$ cat config.mk
export PLATFORM = sky130hd
export DESIGN_NAME = c432_resp_analyzer
export DESIGN_NICKNAME = d
export VERILOG_FILES = /design/src/rtl/c432_pkg.sv /design/src/rtl/c432_misr.sv /design/src/rtl/c432_resp_analyzer.sv
export SDC_FILE = /design/constraint.sdc
export NUM_CORES = 1
export LEC_CHECK = 0
export CORE_ASPECT_RATIO = 0.8
export CORE_MARGIN = 2
export CORE_UTILIZATION = 39
export DETAILED_ROUTE_END_ITERATION = 7
export PLACE_DENSITY = 0.75
export SLEW_MARGIN = 20
export SYNTH_ARGS = -nofsm -noshare
export SYNTH_HDL_FRONTEND = slang
export SYNTH_SLANG_ARGS = --single-unit
$ cat constraint.sdc
create_clock -name clk -period 1.38 [get_ports clk]
set_input_delay 0.276 -clock clk [delete_from_list [all_inputs] [get_ports clk]]
set_output_delay 0.276 -clock clk [all_outputs]
set_load 0.005 [all_outputs]
$ cat src/rtl/c432_pkg.sv
// c432 response analyzer shared definitions: FSM states, MISR taps, default seed.
// Latency: n/a (declarations only).
// Backpressure: n/a.
package c432_pkg;

    // Run-control FSM states.
    typedef enum logic [1:0] {
        ST_IDLE = 2'd0,
        ST_RUN  = 2'd1,
        ST_DONE = 2'd2
    } state_e;

    // Feedback taps in mask form: bits 15, 13, 12, 10.
    localparam logic [15:0] MISR_TAP = 16'hB400;

    // Signature value loaded at the start of every run unless overridden.
    localparam logic [15:0] DEF_SEED = 16'h0000;

endpackage

$ cat src/rtl/c432_misr.sv
// Multiple-input signature register: shift left, tap-parity feedback into bit 0, XOR data in.
// Latency: one cycle from en_i/load_i to sig_o; sig_next_o is combinational.
// Backpressure: none; absorbs data_i on every cycle en_i is high.
//
// Ports: clk_i/rst_i (async active-high), load_i loads seed_i (wins over en_i),
//        en_i absorbs data_i, sig_o current contents, sig_next_o value after an en_i cycle.
module c432_misr
    import c432_pkg::*;
#(
    parameter int                SIG_W = 16,
    parameter logic [SIG_W-1:0]  TAP   = SIG_W'(MISR_TAP)
) (
    input  logic              clk_i,
    input  logic              rst_i,
    input  logic              load_i,
    input  logic              en_i,
    input  logic [SIG_W-1:0]  seed_i,
    input  logic [SIG_W-1:0]  data_i,
    output logic [SIG_W-1:0]  sig_o,
    output logic [SIG_W-1:0]  sig_next_o
);

    logic [SIG_W-1:0] sig_q;
    logic             fb;

    assign fb         = ^(sig_q & TAP);
    assign sig_next_o = {sig_q[SIG_W-2:0], fb} ^ data_i;
    assign sig_o      = sig_q;

    always_ff @(posedge clk_i or posedge rst_i) begin
        if (rst_i) begin
            sig_q <= '0;
        end else if (load_i) begin
            sig_q <= seed_i;
        end else if (en_i) begin
            sig_q <= sig_next_o;
        end
    end

endmodule

$ cat src/rtl/c432_resp_analyzer.sv
// c432 output-response analyzer: compacts NUM_VEC responses into a MISR signature and checks it against golden_sig.
// Latency: signature visible one cycle after its beat; done/pass one cycle after the final beat.
// Backpressure: none; every resp_valid beat in RUN is absorbed.
//
// Ports: clk, rst (async active-high); start, resp_valid, resp, golden_sig in;
//        busy, done, pass, signature, vec_count out.
// Optional macro C432_RESP_XCHK_EN adds exp_resp in, err_seen / first_err_idx out
// (per-beat compare against an expected response, first mismatch index latched).
module c432_resp_analyzer
    import c432_pkg::*;
#(
    parameter int                RESP_W  = 7,
    parameter int                SIG_W   = 16,
    parameter int                NUM_VEC = 1024,
    parameter logic [SIG_W-1:0]  SEED    = SIG_W'(DEF_SEED),
    localparam int               CNT_W   = $clog2(NUM_VEC + 1)
) (
    input  logic               clk,
    input  logic               rst,
    input  logic               start,
    input  logic               resp_valid,
    input  logic [RESP_W-1:0]  resp,
    input  logic [SIG_W-1:0]   golden_sig,
`ifdef C432_RESP_XCHK_EN
    input  logic [RESP_W-1:0]  exp_resp,
    output logic               err_seen,
    output logic [CNT_W-1:0]   first_err_idx,
`endif
    output logic               busy,
    output logic               done,
    output logic               pass,
    output logic [SIG_W-1:0]   signature,
    output logic [CNT_W-1:0]   vec_count
);

    localparam logic [CNT_W-1:0] LAST_IDX = CNT_W'(NUM_VEC - 1);

    state_e           state_q, state_d;
    logic [CNT_W-1:0] cnt_q, cnt_d;
    logic             pass_q, pass_d;
    logic             start_ok;
    logic             beat;
    logic [SIG_W-1:0] sig_next;

    // start is ignored while a run is in progress; a beat coinciding with an
    // accepted start is dropped because the FSM is not yet in RUN.
    assign start_ok = start && (state_q != ST_RUN);
    assign beat     = (state_q == ST_RUN) && resp_valid;

    c432_misr #(
        .SIG_W (SIG_W)
    ) u_misr (
        .clk_i      (clk),
        .rst_i      (rst),
        .load_i     (start_ok),
        .en_i       (beat),
        .seed_i     (SEED),
        .data_i     (SIG_W'(resp)),
        .sig_o      (signature),
        .sig_next_o (sig_next)
    );

    always_comb begin
        state_d = state_q;
        cnt_d   = cnt_q;
        pass_d  = pass_q;
        if (start_ok) begin
            state_d = ST_RUN;
            cnt_d   = '0;
            pass_d  = 1'b0;
        end else if (beat) begin
            cnt_d = cnt_q + CNT_W'(1);
            if (cnt_q == LAST_IDX) begin
                state_d = ST_DONE;
                // Compare the signature that this final beat produces.
                pass_d  = (sig_next == golden_sig);
            end
        end
    end

    always_ff @(posedge clk or posedge rst) begin
        if (rst) begin
            state_q <= ST_IDLE;
            cnt_q   <= '0;
            pass_q  <= 1'b0;
        end else begin
            state_q <= state_d;
            cnt_q   <= cnt_d;
            pass_q  <= pass_d;
        end
    end

    assign busy      = (state_q == ST_RUN);
    assign done      = (state_q == ST_DONE);
    assign pass      = pass_q;
    assign vec_count = cnt_q;

`ifdef C432_RESP_XCHK_EN
    logic             err_q, err_d;
    logic [CNT_W-1:0] err_idx_q, err_idx_d;

    always_comb begin
        err_d     = err_q;
        err_idx_d = err_idx_q;
        if (start_ok) begin
            err_d     = 1'b0;
            err_idx_d = '0;
        end else if (beat && !err_q && (resp != exp_resp)) begin
            err_d     = 1'b1;
            err_idx_d = cnt_q;
        end
    end

    always_ff @(posedge clk or posedge rst) begin
        if (rst) begin
            err_q     <= 1'b0;
            err_idx_q <= '0;
        end else begin
            err_q     <= err_d;
            err_idx_q <= err_idx_d;
        end
    end

    assign err_seen      = err_q;
    assign first_err_idx = err_idx_q;
`endif

endmodule
==> results.sh, run 1 <==
export IMPL_ys_seq_area_frac=0.4967
export IMPL_rsz0062_at_grt="true"
export IMPL_synth_flop_cell="dfrtp_1"
export IMPL_fin_crit_sh=1.045
export IMPL_fin_skew_ns=0.007618
export IMPL_clkLatencyLatePin_ns=0.28
export IMPL_port_buffer_count=56
export IMPL_r2r_end="vec_count[1]"
export IMPL_synthArstFlopShare=1.000
export IMPL_nFillCells=242
export IMPL_vias_per_cell=5.038
export IMPL_final_layout_size_suffix_gt1_frac=0.3684
export IMPL_ys_top_cells_by_area="dfrtp_1 50%, xnor2_1 16%, a22o_1 6.4%"
export IMPL_initial_utilization=0.4027
export IMPL_h_tree_depth=2
export IMPL_grt_pass1_wl_um=7079
export IMPL_path_class="reg2reg"
export IMPL_synth_fp_nets=167
export IMPL_p_switching_mw=1.466
export IMPL_violations="negative setup slack"
export IMPL_dp_slack_ns=-0.4212
export IMPL_clock_power_share=0.160
export IMPL_synth_cells=139
export IMPL_cts_made_buffers=5
export IMPL_finalPower_mw=4.351
export IMPL_grt_max_degree=31
export IMPL_fin_area_um2=2764
export IMPL_num_vias=1466
export IMPL_nNetsFinal=276
export IMPL_comb_power_share=0.540
export IMPL_slew_violations=0
export IMPL_slew_headroom=0.7552
export IMPL_grt_usage=0.2166
export IMPL_leakage_nw=1.343
export IMPL_clk_path_buf_depth=2
export IMPL_maxCapViolCount=0
export IMPL_setup_ws_ns=-0.06197
export IMPL_num_rows=20
export IMPL_synthTopCellsByCount="30 x dfrtp_1, 28 x xnor2_1, 12 x nand2_1, 11 x a22o_1, 10 x nor2_1"
export IMPL_seqPwrFrac=0.299
export IMPL_rrSetupSlack_ns=-0.06
export IMPL_r2r_cells=6
export IMPL_multi_input_area_um2=910.9
export IMPL_p_int_mw=2.885
export IMPL_die_w_um=73.60
export IMPL_yosysWarnings=0
export IMPL_pin_count=57
export IMPL_synth_cell_types=31
export IMPL_max_freq_mhz=693.5
export IMPL_wl_um=4770
export IMPL_synth_edf_count=0
export IMPL_first_iter_violations=97
export IMPL_status="finished with violations"
export IMPL_die_area_um2=4392
export IMPL_ctsHoldBuffers=0
export IMPL_route_detailed_drc=0
export IMPL_required_ns=1.54
export IMPL_synth_top_area_frac=0.4967
export IMPL_end_kind="flop"
export IMPL_setup_viol=16
export IMPL_grt_overflow_total=0
export IMPL_placed_area_um2=2316
export IMPL_seq_area_um2=753.2
export IMPL_ys_ff_latch=30
export IMPL_path_max_fanout=6
export IMPL_sw_frac_of_total=0.3370
export IMPL_worst_pin_slew_ns=0.3663
export IMPL_core_um2=3754
export IMPL_clock_sinks=30
export IMPL_yosysMostFrequentCell="dfrtp_1"
export IMPL_timing_rr_start="state_q[0]"
export IMPL_cp_arrival_ns=1.60
export IMPL_antenna_found_initial=0
export IMPL_avgSynthCellArea_um2=10.87
export IMPL_root_buffer="clkbuf_8"
export IMPL_clkTransAtPathRegs_ns=0.06
export IMPL_ant_nets=0
export IMPL_globalplace_congestion=0.7474
export IMPL_area_delta_synth_final_pct=82.86
export IMPL_dieHeight_um=59.68
export IMPL_ir_worst_vdd_v=0.001090
export IMPL_grt_pass1_vias=1546
export IMPL_worstSetupStartpointType="flop"
export IMPL_synth_top_area_cell="dfrtp_1"
export IMPL_finalCriticalPeriod_ns=1.442
export IMPL_wl_per_cell_um=16.39
export IMPL_hold_class="in2async"
export IMPL_hpwlAfterDp_um=2880
export IMPL_power_density_nw_per_um2=1574
export IMPL_first_pass_iters=4
export IMPL_cts_tree="built"
export IMPL_hold_violations=0
export IMPL_netlist_area_um2=1511
export IMPL_n_antenna_cell=0
-- registers in the layout, summed over array words and instances, names as in the netlist --
name	count
u_misr.sig_o	16
pass	1
state_q	2
vec_count	11
-- worst max-delay path, stage by stage (launching register included) --
cell       delay, ns
dfrtp_1         0.39
and2b_1         0.19
buf_6           0.12
nor2b_4         0.17
nor2_4          0.09
clkbuf_16       0.16
a22o_1          0.19
-- power by group through the flow --
stage / Clock [mW] / Combinational, mW / Sequential [mW]
floorplan: 0 / 0.702 / 1.40
global placement: 0 / 1.68 / 1.37
detailed placement: 0 / 1.71 / 1.39
CTS: 0.702 / 2.08 / 1.29
global route: 0.747 / 2.52 / 1.33
finish: 0.698 / 2.35 / 1.30
-- layer usage --
layer | wire length (um) | vias to the layer above | part of all wire | global-route usage
li1 | - | 696 | - | -
met1 | 1943 | 719 | 0.41 | 0.2643
met5 | 0 | - | 0 | 0
met3 | 214 | 12 | 0.045 | 0.04384
met4 | 107 | 0 | 0.022 | 0.1013
met2 | 2505 | 39 | 0.53 | 0.3699
-- how the worst max path moves through the flow --
stage / start / to / slack, ns / cells after the start
after global routing: u_misr.sig_o[12] / pass / -0.18 / 6
after floorplan: state_q[1] / state_q[0] / 0.006 / 5
after CTS: state_q[0] / u_misr.sig_o[0] / -0.02 / 6
final: state_q[0] / vec_count[1] / -0.06 / 6
after detailed placement: resp_valid / state_q[0] / -0.42 / 5
after global placement: resp_valid / state_q[0] / -0.39 / 5
-- kinds of logic (layout without fill, tap and decap cells) --
group,count (synthesis),after routing,synth area share
simple gates,44,44,0.1656
xor+xnor,35,35,0.2028
mux,1,1,0.006623
compound gates,22,22,0.1018
buf+inv,6,114,0.01821
flops,30,30,0.4967
fa+ha+maj,1,1,0.008277
-- area by class of cell --
class	instances	area share
Tap cell	44	0.01992
Sequential cell	30	0.2725
Timing Repair Buffer	106	0.3454
Multi-Input combinational cell	103	0.3296
Clock buffer	6	0.02988
Inverter	2	0.002716
-- placed cells by master (no fill, tap or decap), types with 2 or more instances in the layout --
master,Yosys,routed
buf_4,1,42
dlygate4sd2_1,0,30
dfrtp_1,30,28
clkdlybuf4s50_1,0,25
xnor2_1,28,18
a22o_1,11,11
nor2_1,10,9
xnor2_2,0,8
nand2_1,12,8
xor2_1,7,7
clkbuf_8,0,6
buf_6,0,5
nand4_1,4,4
o21ai_2,0,4
o21ai_1,0,3
nor3_2,1,2
xnor2_4,0,2
and3_4,0,2
inv_1,2,2
nand2_4,0,2
nand3_1,3,2
nand2_2,0,2
buf_12,0,2
dfrtp_2,0,2
-- repair_timing --
item / 4_1_cts / 5_1_grt
setup endpoints to repair: 55 / 27
buffers inserted: 23 / 2
resized for setup: 47 / 32
gates cloned: 0 / 1
pin swaps: 12 / 9
-- through the flow --
| stage | utilization | hold WS [ns] | setup TNS, ns | std cells |
|---|---|---|---|---|
| 2_1_floorplan | - | 0.3668 | 0 | 139 |
| 3_3_place_gp | 0.6170 | 0.5033 | -8.840 | 259 |
| 3_5_place_dp | 0.6170 | 0.5125 | -9.568 | 259 |
| 4_1_cts | 0.6977 | 0.3531 | -0.03158 | 288 |
| 5_1_grt | 0.7363 | 0.3655 | -1.614 | 291 |
| 6_report | 0.7363 | 0.3355 | -0.5195 | 291 |
Note: power is estimated with default switching activity, not from simulation.
==> run 2: changes to the inputs <==
- ABC_AREA: default -> 1
- CAP_MARGIN: default -> 20
- CORE_UTILIZATION: 39 -> 40
- PLACE_DENSITY: 0.75 -> 0.74
==> results.sh, run 2 <==
export IMPL_area_delta_synth_final_pct=69.65
export IMPL_die_w_um=77.03
export IMPL_num_rows=21
export IMPL_vias_per_cell=4.809
export IMPL_grt_overflow_total=0
export IMPL_die_area_um2=4809
export IMPL_clkTransAtPathRegs_ns=0.06
export IMPL_mostFrequentLayoutCells="61 x nand2_1, 44 x buf_4, 34 x inv_1"
export IMPL_seqPwrFrac=0.344
export IMPL_synth_cell_types=29
export IMPL_cp_arrival_ns=1.68
export IMPL_placed_area_um2=2500
export IMPL_ir_worst_vdd_v=0.0005459
export IMPL_grt_pass1_vias=1747
export IMPL_violations="negative setup slack"
export IMPL_finalPower_mw=3.461
export IMPL_ys_ff_latch=30
export IMPL_first_iter_violations=68
export IMPL_ctsHoldBuffers=0
export IMPL_slew_headroom=0.7964
export IMPL_hpwlAfterDp_um=3507
export IMPL_worstSetupStartpointType="input pin"
export IMPL_synthArstFlopShare=1.000
export IMPL_hold_violations=0
export IMPL_finalCriticalPeriod_ns=1.458
export IMPL_path_max_fanout=4
export IMPL_synth_cells=223
export IMPL_fin_crit_sh=1.056
export IMPL_pin_count=57
export IMPL_nFillCells=358
export IMPL_slew_violations=0
export IMPL_h_tree_depth=2
export IMPL_required_ns=1.60
export IMPL_ys_seq_area_frac=0.4399
export IMPL_yosysWarnings=0
export IMPL_clock_sinks=30
export IMPL_maxCapViolCount=0
export IMPL_hold_ws_ns=0.3289
export IMPL_hold_class="in2async"
export IMPL_end_kind="flop"
export IMPL_utilization=0.6974
export IMPL_wl_per_cell_um=13.21
export IMPL_path_class="in2reg"
export IMPL_avgSynthCellArea_um2=7.653
export IMPL_cts_tree="built"
export IMPL_dieHeight_um=62.43
export IMPL_grt_pass1_wl_um=8190
export IMPL_ant_nets=0
export IMPL_final_common_cell="nand2_1"
export IMPL_largest_reg_flops=16
export IMPL_grt_max_degree=31
export IMPL_worst_pin_slew_ns=0.3032
export IMPL_ys_top_cells_by_area="dfrtp_1 44%, nand2_1 14%, inv_1 8.1%"
export IMPL_leakage_nw=1.511
export IMPL_route_detailed_drc=0
export IMPL_antenna_found_initial=0
export IMPL_n_antenna_cell=0
export IMPL_cts_made_buffers=5
export IMPL_clock_power_share=0.186
export IMPL_setup_ws_ns=-0.07771
export IMPL_comb_power_share=0.470
export IMPL_initial_utilization=0.4111
export IMPL_final_setup_tns_ns=-0.07771
export IMPL_p_int_mw=2.270
export IMPL_final_layout_size_suffix_gt1_frac=0.2798
export IMPL_grt_usage=0.2186
export IMPL_setup_viol=1
export IMPL_fin_area_um2=2895
export IMPL_power_density_nw_per_um2=1195
export IMPL_port_buffer_count=56
export IMPL_synth_flop_cell="dfrtp_1"
export IMPL_core_um2=4151
export IMPL_synth_top_area_frac=0.4399
export IMPL_num_vias=1890
export IMPL_synthTopCellsByCount="63 x nand2_1, 37 x inv_1, 30 x dfrtp_1, 17 x nor2_1, 15 x nand3_1"
export IMPL_clk_path_buf_depth=2
export IMPL_clkLatencyLatePin_ns=0.28
export IMPL_rsz0062_at_grt="true"
export IMPL_synth_top_area_cell="dfrtp_1"
export IMPL_synth_fp_nets=251
export IMPL_status="finished with violations"
export IMPL_wl_um=5190
export IMPL_globalplace_congestion=0.8746
export IMPL_max_freq_mhz=686.0
export IMPL_yosysMostFrequentCell="nand2_1"
export IMPL_sw_frac_of_total=0.3439
export IMPL_synth_edf_count=0
export IMPL_first_pass_iters=4
export IMPL_fin_skew_ns=0.004224
export IMPL_r2r_cells=10
export IMPL_root_buffer="clkbuf_8"
export IMPL_seq_area_um2=752.0
export IMPL_nNetsFinal=364
export IMPL_multi_input_area_um2=899.6
export IMPL_netlist_area_um2=1707
export IMPL_p_switching_mw=1.190
[run 2: cell types whose count changed in the layout (fill, tap and decap cells not counted), moves of 4 or more]
cell | previous run | this run
nand3_1 | 2 | 12
o21ai_0 | 1 | 7
xnor2_2 | 8 | 0
nand2_1 | 8 | 61
xnor2_1 | 18 | 4
nand4_1 | 4 | 0
o22ai_2 | 0 | 6
a21oi_1 | 1 | 6
inv_2 | 0 | 4
nor2_2 | 1 | 5
dlygate4sd2_1 | 30 | 26
a22o_1 | 11 | 0
o22ai_1 | 0 | 5
inv_1 | 2 | 34
[run 2: cells by family after synthesis]
family / count (synthesis) / share of synthesized area
AO/OA/AOI/OAI: 34 / 0.1268
XOR/XNOR: 9 / 0.04618
adder cells (fa/ha/maj): 1 / 0.007330
buffers and inverters: 41 / 0.09530
flip-flops: 30 / 0.4399
AND/OR/NAND/NOR: 108 / 0.2845
[run 2: worst max-delay path: stages]
cell and delay, ns:
clkdlybuf4s50_1 0.54, nand3_4 0.14, nor2_4 0.10, nand2_2 0.09, nor2_2 0.14, nand2_1 0.09, nor2_2 0.13, nand3_1 0.10
nand2_1 0.07
[run 2: power groups by stage]
stage | clock network (mW) | logic (mW) | registers, mW
final | 0.645 | 1.63 | 1.19
after global routing | 0.703 | 1.78 | 1.22
after CTS | 0.657 | 1.47 | 1.17
after detailed placement | 0 | 1.27 | 1.28
after global placement | 0 | 1.24 | 1.27
after floorplan | 0 | 0.554 | 1.27
[run 2: worst paths after layout]
path	endpoint	from	slack, ns
max	pass	resp_valid	-0.08
min	vec_count[6]	rst	0.33
max reg2reg	pass	state_q[0]	-0.08
min reg2reg	vec_count[7]	vec_count[7]	0.54
max in group asynchronous	u_misr.sig_o[12]	rst	0.87
min in group clk	vec_count[7]	vec_count[7]	0.54
[run 2: routing by layer]
metal  vias up  global-route usage  part of all wire  wire [um]
met2        50              0.3410              0.48       2474
li1        929                   -                 -          -
met1       900              0.2963              0.45       2332
met4         0             0.08705             0.016         84
met5         -                   0                 0          0
met3        11             0.05058             0.058        299
[run 2: layout make-up]
cell class | count | share of cell area
Clock buffer | 7 | 0.02636
Timing Repair Buffer | 108 | 0.3271
Sequential cell | 30 | 0.2597
Inverter | 39 | 0.05143
Multi-Input combinational cell | 152 | 0.3107
Tap cell | 57 | 0.02463
[run 2: repair_timing]
| item | 4_1_cts | 5_1_grt |
|---|---|---|
| endpoints found under the setup margin | 32 | 30 |
| gates cloned | 0 | 1 |
| gates resized for setup | 36 | 38 |
| pin swaps | 4 | 14 |
| setup buffers | 26 | 4 |
[run 2: through the flow]
step           cells  worst slack [ns]
5_1_grt          393           -0.1715
3_3_place_gp     356           -0.1919
3_5_place_dp     356           -0.2735
4_1_cts          389          -0.04399
2_1_floorplan    223           0.04958
6_report         393          -0.07771
